<file path="config.mk">
export PLATFORM = sky130hd
export DESIGN_NAME = muldiv_sequencer
export DESIGN_NICKNAME = d
export VERILOG_FILES = /design/src/rtl/muldiv_sequencer.sv
export SDC_FILE = /design/constraint.sdc
export NUM_CORES = 2
export LEC_CHECK = 0
export CAP_MARGIN = 10
export CELL_PAD_IN_SITES_DETAIL_PLACEMENT = 1
export CELL_PAD_IN_SITES_GLOBAL_PLACEMENT = 2
export CORE_MARGIN = 3
export CORE_UTILIZATION = 38
export DETAILED_ROUTE_END_ITERATION = 10
export GPL_TIMING_DRIVEN = 0
export PLACE_DENSITY = 0.86
export SYNTH_ARGS = -nofsm -noshare
export SYNTH_HDL_FRONTEND = slang
export SYNTH_SLANG_ARGS = --single-unit
</file>
<file path="constraint.sdc">
create_clock -name clk -period 7.7 [get_ports clk]
set_input_delay 0.77 -clock clk [delete_from_list [all_inputs] [get_ports clk]]
set_output_delay 0.77 -clock clk [all_outputs]
set_load 0.01 [all_outputs]
</file>
<file path="src/rtl/muldiv_sequencer.sv">
// RV32M multiply/divide sequencer: single-cycle registered multiply, 32-cycle restoring divide.
// Stalls EX through Md_busy, pulses Md_done for one cycle, and aborts on Flush.
module muldiv_sequencer #(
  parameter int XLEN = 32
) (
  input  logic            clk,
  input  logic            rst,
  input  logic            Md_start,
  input  logic [2:0]      Md_op,
  input  logic [XLEN-1:0] Rs1_data,
  input  logic [XLEN-1:0] Rs2_data,
  input  logic            Flush,
  output logic            Md_busy,
  output logic            Md_done,
  output logic [XLEN-1:0] Md_result
);

  typedef enum logic [2:0] {S_IDLE, S_MUL, S_DIV, S_FIXUP, S_DONE} state_t;

  localparam logic [XLEN-1:0] INT_MIN  = {1'b1, {(XLEN-1){1'b0}}};
  localparam logic [XLEN-1:0] ALL_ONES = '1;
  localparam logic [5:0]      LAST_IT  = 6'(XLEN - 1);

  state_t          state_q, state_d;
  logic [2:0]      op_q, op_d;
  logic [XLEN-1:0] rs1_q, rs1_d;
  logic [XLEN-1:0] rs2_q, rs2_d;
  logic [XLEN-1:0] rem_q, rem_d;
  logic [XLEN-1:0] quo_q, quo_d;
  logic [XLEN-1:0] dvs_q, dvs_d;
  logic [5:0]      cnt_q, cnt_d;
  logic [XLEN-1:0] result_q, result_d;

  // Accept-time decode, on the raw inputs
  logic            in_signed, in_div_zero, in_ovf;
  logic [XLEN-1:0] in_rs1_mag, in_rs2_mag;

  // Multiply datapath
  logic              mul_a_sx, mul_b_sx;
  logic [XLEN:0]     mul_a, mul_b;
  logic [2*XLEN+1:0] mul_prod;

  // Divide step and sign fixup
  logic [XLEN:0]   rem_sh, trial;
  logic            step_ok;
  logic            fix_signed;
  logic [XLEN-1:0] quo_fix, rem_fix;

  always_comb begin
    in_signed   = ~Md_op[0];
    in_div_zero = (Rs2_data == '0);
    in_ovf      = in_signed && (Rs1_data == INT_MIN) && (Rs2_data == ALL_ONES);
    in_rs1_mag  = (in_signed && Rs1_data[XLEN-1]) ? -Rs1_data : Rs1_data;
    in_rs2_mag  = (in_signed && Rs2_data[XLEN-1]) ? -Rs2_data : Rs2_data;

    mul_a_sx = ((op_q == 3'b001) || (op_q == 3'b010)) && rs1_q[XLEN-1];
    mul_b_sx = (op_q == 3'b001) && rs2_q[XLEN-1];
    mul_a    = {mul_a_sx, rs1_q};
    mul_b    = {mul_b_sx, rs2_q};
    // Sign-extend both 33-bit operands to full width so a plain product gives the signed result
    mul_prod = {{(XLEN+1){mul_a[XLEN]}}, mul_a} * {{(XLEN+1){mul_b[XLEN]}}, mul_b};

    rem_sh  = {rem_q, quo_q[XLEN-1]};
    trial   = rem_sh - {1'b0, dvs_q};
    step_ok = ~trial[XLEN];

    fix_signed = ~op_q[0];
    quo_fix    = (fix_signed && (rs1_q[XLEN-1] ^ rs2_q[XLEN-1])) ? -quo_q : quo_q;
    rem_fix    = (fix_signed && rs1_q[XLEN-1]) ? -rem_q : rem_q;
  end

  always_comb begin
    state_d  = state_q;
    op_d     = op_q;
    rs1_d    = rs1_q;
    rs2_d    = rs2_q;
    rem_d    = rem_q;
    quo_d    = quo_q;
    dvs_d    = dvs_q;
    cnt_d    = cnt_q;
    result_d = result_q;

    if (Flush) begin
      state_d = S_IDLE;
    end else begin
      unique case (state_q)
        S_IDLE: begin
          if (Md_start) begin
            op_d  = Md_op;
            rs1_d = Rs1_data;
            rs2_d = Rs2_data;
            cnt_d = '0;
            if (!Md_op[2]) begin
              state_d = S_MUL;
            end else if (in_div_zero) begin
              result_d = Md_op[1] ? Rs1_data : ALL_ONES;
              state_d  = S_DONE;
            end else if (in_ovf) begin
              result_d = Md_op[1] ? '0 : INT_MIN;
              state_d  = S_DONE;
            end else begin
              rem_d   = '0;
              quo_d   = in_rs1_mag;
              dvs_d   = in_rs2_mag;
              state_d = S_DIV;
            end
          end
        end
        S_MUL: begin
          result_d = (op_q == 3'b000) ? mul_prod[XLEN-1:0] : mul_prod[2*XLEN-1:XLEN];
          state_d  = S_DONE;
        end
        S_DIV: begin
          rem_d = step_ok ? trial[XLEN-1:0] : rem_sh[XLEN-1:0];
          quo_d = {quo_q[XLEN-2:0], step_ok};
          cnt_d = cnt_q + 6'd1;
          if (cnt_q == LAST_IT) state_d = S_FIXUP;
        end
        S_FIXUP: begin
          result_d = op_q[1] ? rem_fix : quo_fix;
          state_d  = S_DONE;
        end
        S_DONE: begin
          state_d = S_IDLE;
        end
        default: begin
          state_d = S_IDLE;
        end
      endcase
    end
  end

  always_ff @(posedge clk or posedge rst) begin
    if (rst) begin
      state_q  <= S_IDLE;
      op_q     <= '0;
      rs1_q    <= '0;
      rs2_q    <= '0;
      rem_q    <= '0;
      quo_q    <= '0;
      dvs_q    <= '0;
      cnt_q    <= '0;
      result_q <= '0;
    end else begin
      state_q  <= state_d;
      op_q     <= op_d;
      rs1_q    <= rs1_d;
      rs2_q    <= rs2_d;
      rem_q    <= rem_d;
      quo_q    <= quo_d;
      dvs_q    <= dvs_d;
      cnt_q    <= cnt_d;
      result_q <= result_d;
    end
  end

  assign Md_busy   = ((state_q == S_IDLE) && Md_start && !Flush) ||
                     (state_q == S_MUL) || (state_q == S_DIV) || (state_q == S_FIXUP);
  // A flush arriving in DONE cancels the writeback as well
  assign Md_done   = (state_q == S_DONE) && !Flush;
  assign Md_result = result_q;

endmodule

</file>
Word-level counts from Yosys, hierarchy flattened

Cells that the tools add are included.
W data, S select, Z words.

Register bits: 204
Bits of input ports: 71
Output and inout bits: 34
Logic and storage cells: 100

Add/sub/neg operators: 6
$mul: 1
Equal/unequal tests: 16
Mux-type cells: 33
Bitwise logic cells: 7
Reductions and logical operators: 28

Operators by type and width:

| kind                   | count |
|---|---|
| $mux W32               | 21 |
| $neg A32 Y32           | 4 |
| $pmux W32 S2           | 2 |
| $pmux W32 S3           | 1 |
| $eq A32 B32 Y1 const B | 2 |
| $mul A33 B33 Y64       | 1 |
| $sub A33 B32 Y33       | 1 |
| $logic_not A32 Y1      | 1 |
| $mux W3                | 6 |
| $pmux W6 S2            | 1 |
| $reduce_and A6 Y1      | 2 |
| $logic_and A1 B1 Y1    | 11 |
| $eq A3 B2 Y1 const B   | 3 |
| $ne A3 B3 Y1 const B   | 3 |
| $pmux W3 S3            | 1 |
| $ne A2 B2 Y1 const B   | 4 |
| $add A6 B1 Y6 const B  | 1 |
| $eq A3 B1 Y1 const B   | 2 |
| $eq A6 B5 Y1 const B   | 1 |
| $logic_not A3 Y1       | 2 |
| $mux W6                | 1 |
| $not A1 Y1             | 6 |
| $reduce_and A3 Y1      | 2 |
| $reduce_and A5 Y1      | 1 |
| 8 further kinds        | 11 |

Depth between registers and ports, before layout

Word-level depth: 9
Gate-level depth with buffers: 32

Worst setup path after synthesis

Ideal clock, no wire load.

Path type: reg2reg
Start: reg op_q[1]
End: reg result_q[27], in the netlist Md_result[27]
Arrival time: 8,271 ps
Required time: 7,574 ps
Slack: -697 ps
Stages on the path, launching flop included: 29
Path buffers: 3
Clock period less this slack: 8,397 ps
Path through: dfrtp_1 clkbuf_1 xnor2_1 nor3b_1 clkbuf_1 nand2_1 fa_1 fa_1 inv_1 fa_1 inv_1 fa_1 inv_1 fa_1 fa_1 fa_1 inv_1 fa_1 inv_1 ha_1 clkbuf_1 a21oi_1 o2111ai_1 nand3_1 o21ai_0 a211oi_2 xor2_1 nor3_1 o32a_1

Cells in the longest elaborated chain, start to end: 6
Elaborated cells on any way between the ends: 10

RTL lines:

| item                                         | line   | text |
|---|---|---|
| start, declared                              | 25     | `logic [2:0] op_q, op_d;` |
| start signal, assigned                       | 146    | `op_q <= op_d;` |
| $eq A3 B1 Y1 or $eq A3 B2 Y1 (tied branches) | 56, 57 |  |
| $logic_or A1 B1 Y1                           | 56     | `mul_a_sx = ((op_q == 3'b001) \|\| (op_q == 3'b010)) && rs1_q[XLEN-1];` |
| $logic_and A1 B1 Y1                          | 56     |  |
| $mul A33 B33 Y64                             | 61     | `mul_prod = {{(XLEN+1){mul_a[XLEN]}}, mul_a} * {{(XLEN+1){mul_b[XLEN]}}, mul_b};` |
| $mux W32                                     | 110    | `result_d = (op_q == 3'b000) ? mul_prod[XLEN-1:0] : mul_prod[2*XLEN-1:XLEN];` |
| $pmux W32 S3 *                               | 86     | `unique case (state_q)` |
| end signal, assigned                         | 153    | `result_q <= result_d;` |
| end, declared                                | 32     | `logic [XLEN-1:0] result_q, result_d;` |

Every way passes the cells marked *; elsewhere a longest branch is shown, timed or not.
A chain may end at the register's enable or synchronous reset.

Worst setup path after layout

Start: reg op_q[0]
End: reg result_q[16], in the netlist Md_result[16]

The elaborated chain is that of the path after synthesis.

==> results.toml <==
[outcome]
outcome = "finished, violations left"
violations = "setup timing"

[timing]
tcrit_tclk_final_pct = 108
hold_viol = 0
final.setup.worst_slack_ns = -0.610
finalSetupViolations = 27
tightestPinTransition_ns = 1.12
grt_setup_unrepaired = "true"
timing.slew.headroom_pct = 24.9
fin_worst_hold_slack_ns = 0.484
finalClockSkew_ns = 0.0355
slew_viol_final = 0
max_fclk_mhz = 120
min_period_ns = 8.31

[setup_path]
worst_setup_path_type = "reg2reg"
cp_data_required_time_ns = 8.12
top_cell_by_count_worst_path = "fa_1"
r2r_start = "op_q[0]"
worstSetupEndpoint = "Md_result[16]"
r2r_slack_ns = -0.61
critical_path.max_fanout = 6
crit_path_max_incr_delay_ns = 0.60
worstSetupStartpointType = "register"
critical_path.reg2reg.endpoint = "Md_result[16]"
worstSetupEndpointType = "register"
ff2ff_path_depth = 32
worst_path_max_delay_cell = "fa_2"
beginning_of_the_critical_path = "op_q[0]"
worstPathArrival_ns = 8.73

[finish]
layout_cell_share_with_drive_strength_beyond_1_pct = 14.2
design.final.nets = 7568
finish.utilization_pct = 44.5
flow.area_growth_from_synthesis_pct = 15.6
finish.cell_count_without_fillers = 7920

[clock_tree]
cts_root_buf = "clkbuf_16"
cts_buffers = 24
clock_latency_ns = 0.58
cts.htree.levels = 1
post_cts_hold_buffer_count = 0
clk_transition_reported_paths_ns = 0.07
clock_tree_from_tritoncts = "yes"
clkSinkCount = 204
clk_path_buf_depth = 3

[floorplanning]
io_pins = 105
initial_core_util_pct = 38.5
rows = 134
die_width_um = 375
core_area_sq_um = 134000
die_area_sq_um = 141000
die-height_um = 375

[drt]
drt-initial-drc-count = 3909
viasPerCell = 5.58
route.final.wire_length_mm = 223
drt-pass1-iter-count = 7
vias_after_detailed_routing = 44200
post-route-drc-count = 0
wl_per_cell_um = 28.2
ant_nets = 0

[global_route]
global_route_wire_length_before_repair_mm = 328
global_route_layer_with_the_greatest_usage = "met2"
met1_resource_use_gr_pct = 41.3
number_of_antenna_violations_at_the_first_check_in_global_routing = 20
first_global_vias = 48700
grt_max_degree = 107
gr-total-overflow = 0
grt_util_met3_pct = 5.63
global_route.usage.total_pct = 31.7
grt_util_met2_pct = 50.2

[synth]
synth_seq_area_share_pct = 9.85
synth_flop_cell = "dfrtp_1"
mapped_area_sq_um = 51800
yosysWarningCount = 0
synthArstFlopShare_pct = 100
yosys_reg_bits = 204
nets_in_the_synthesized_netlist = 7318
synth_area_leader_cell = "fa_1"
ys_top_cells_by_area = "fa_1 44%, dfrtp_1 9.9%, inv_1 8.9%, nand2_1 6.8%, ha_1 6.1%"
syn-mean-instance-area_sq_um = 8.82
number_of_flops_mapped_to_enable_cells_by_yosys = 0
yosys.cell_count.top_type = "inv_1"
synth_largest_type_area_fraction_pct = 43.5
synth_cell_types = 85
netlist_top_cells_count = "1230 x inv_1, 1126 x fa_1, 938 x nand2_1, 318 x and2_1, 309 x clkbuf_1"
number_of_cells_produced_by_synthesis = 5870

[place]
finalWeightedCongestion = 0.995
place_worst_setup_slack_ns = -2.93
place_inst = 7742
place.port_buffers = 100
place_hpwl_mm = 183

[flow_run]
cap_viol_max_count = 0

[hold_path]
min-delay-path-class = "reg2reg"
[final cells by class]
cell class	instances	area, sq um
tap	1768	2210
buffer	288	1720
multi-input combinational	4103	42600
clock buffer	30	663
antenna	14	35.0
fill	15600	74600
timing repair buffer	269	2580
inverter	1230	4640
clock inverter	14	174
sequential	204	5220
[kinds of logic after synthesis]
| logic type | count (synthesis) | share of synthesized area [%] |
|---|---|---|
| AND/OR/NAND/NOR | 1745 | 15.6 |
| buffers and inverters | 1563 | 11.4 |
| adder cells (fa/ha/maj) | 1377 | 49.6 |
| multiplexers | 88 | 1.86 |
| flip-flops | 204 | 9.85 |
| XOR/XNOR | 210 | 3.55 |
| AO/OA/AOI/OAI | 683 | 8.21 |
[critical path: cells and delay by family (launching register included)]
kind / cells / cell delay, ns
adder cells (fa/ha/maj): 9 / 4.43
AO/OA/AOI/OAI: 7 / 1.19
buffers and inverters: 10 / 1.01
AND/OR/NAND/NOR: 4 / 0.74
flip-flops: 1 / 0.39
XOR/XNOR: 2 / 0.34
[how the worst min path moves through the flow]
stage | from | slack (ns) | end | depth (start not counted)
after detailed placement | dvs_q[21] | 0.47 | dvs_q[21] | 2
after global placement | dvs_q[27] | 0.47 | dvs_q[27] | 2
after CTS | dvs_q[21] | 0.49 | dvs_q[21] | 2
after floorplan | dvs_q[15] | 0.45 | dvs_q[15] | 2
final | dvs_q[21] | 0.48 | dvs_q[21] | 2
after global routing | dvs_q[25] | 0.53 | dvs_q[25] | 2
[timing repair]
action | 4_1_cts | 5_1_grt
setup buffers | 111 | 59
gates resized for setup | 700 | 178
endpoints found under the setup margin | 32 | 32
pin swaps | 229 | 141
[registers in the layout, summed over array words and instances, names as in the netlist]
register,flops
rs1_q,32
dvs_q,32
quo_q,32
state_q,3
rem_q,32
op_q,3
Md_result,32
rs2_q,32
cnt_q,6
[layout by cell type (no fill, tap or decap), drive strengths merged, types with 7 or more instances in the layout]
| master | n |
|---|---|
| a211oi | 26 |
| nor2 | 217 |
| o41ai | 14 |
| a21oi | 212 |
| o31ai | 29 |
| a41oi | 9 |
| a21o | 44 |
| mux2 | 68 |
| nand3 | 54 |
| nand2 | 938 |
| nand4 | 35 |
| nand2b | 30 |
| nor2b | 14 |
| mux2i | 20 |
| o21a | 16 |
| nor4 | 15 |
| o21bai | 15 |
| and2 | 318 |
| o22ai | 7 |
| or2 | 15 |
| o21ai | 190 |
| clkdlybuf4s50 | 100 |
| clkinv | 8 |
| buf | 219 |
| nor3b | 11 |
| or3 | 25 |
| ha | 251 |
| or4 | 11 |
| a31oi | 21 |
| diode | 14 |
| fa | 1126 |
| nor3 | 34 |
| inv | 1228 |
| and3 | 12 |
| xnor2 | 113 |
| clkbuf | 268 |
| dfrtp | 204 |
| o311ai | 15 |
| o211ai | 24 |
| xor2 | 97 |
[through the flow]
step / TNS (ns) / cell area [sq um]
finish: -10.27 / 59900
global route: -14.94 / 59800
CTS: -8.89 / 59000
detailed placement: -65.07 / 55200
global placement: -425.92 / 55100
floorplan: -0.226 / 51900
[per-layer routing]
metal  routed length, um  share of wire, %  vias to the layer above
li1                    -                 -                    18300
met1               87000                39                    23400
met2              102000                46                     1999
met3               18400               8.3                      539
met4               15600               7.0                        4
met5                  26             0.012                        -
Power is left out: the tool's default activity adds up to more than one toggle a clock period on the data nets, which glitch-free logic cannot reach.
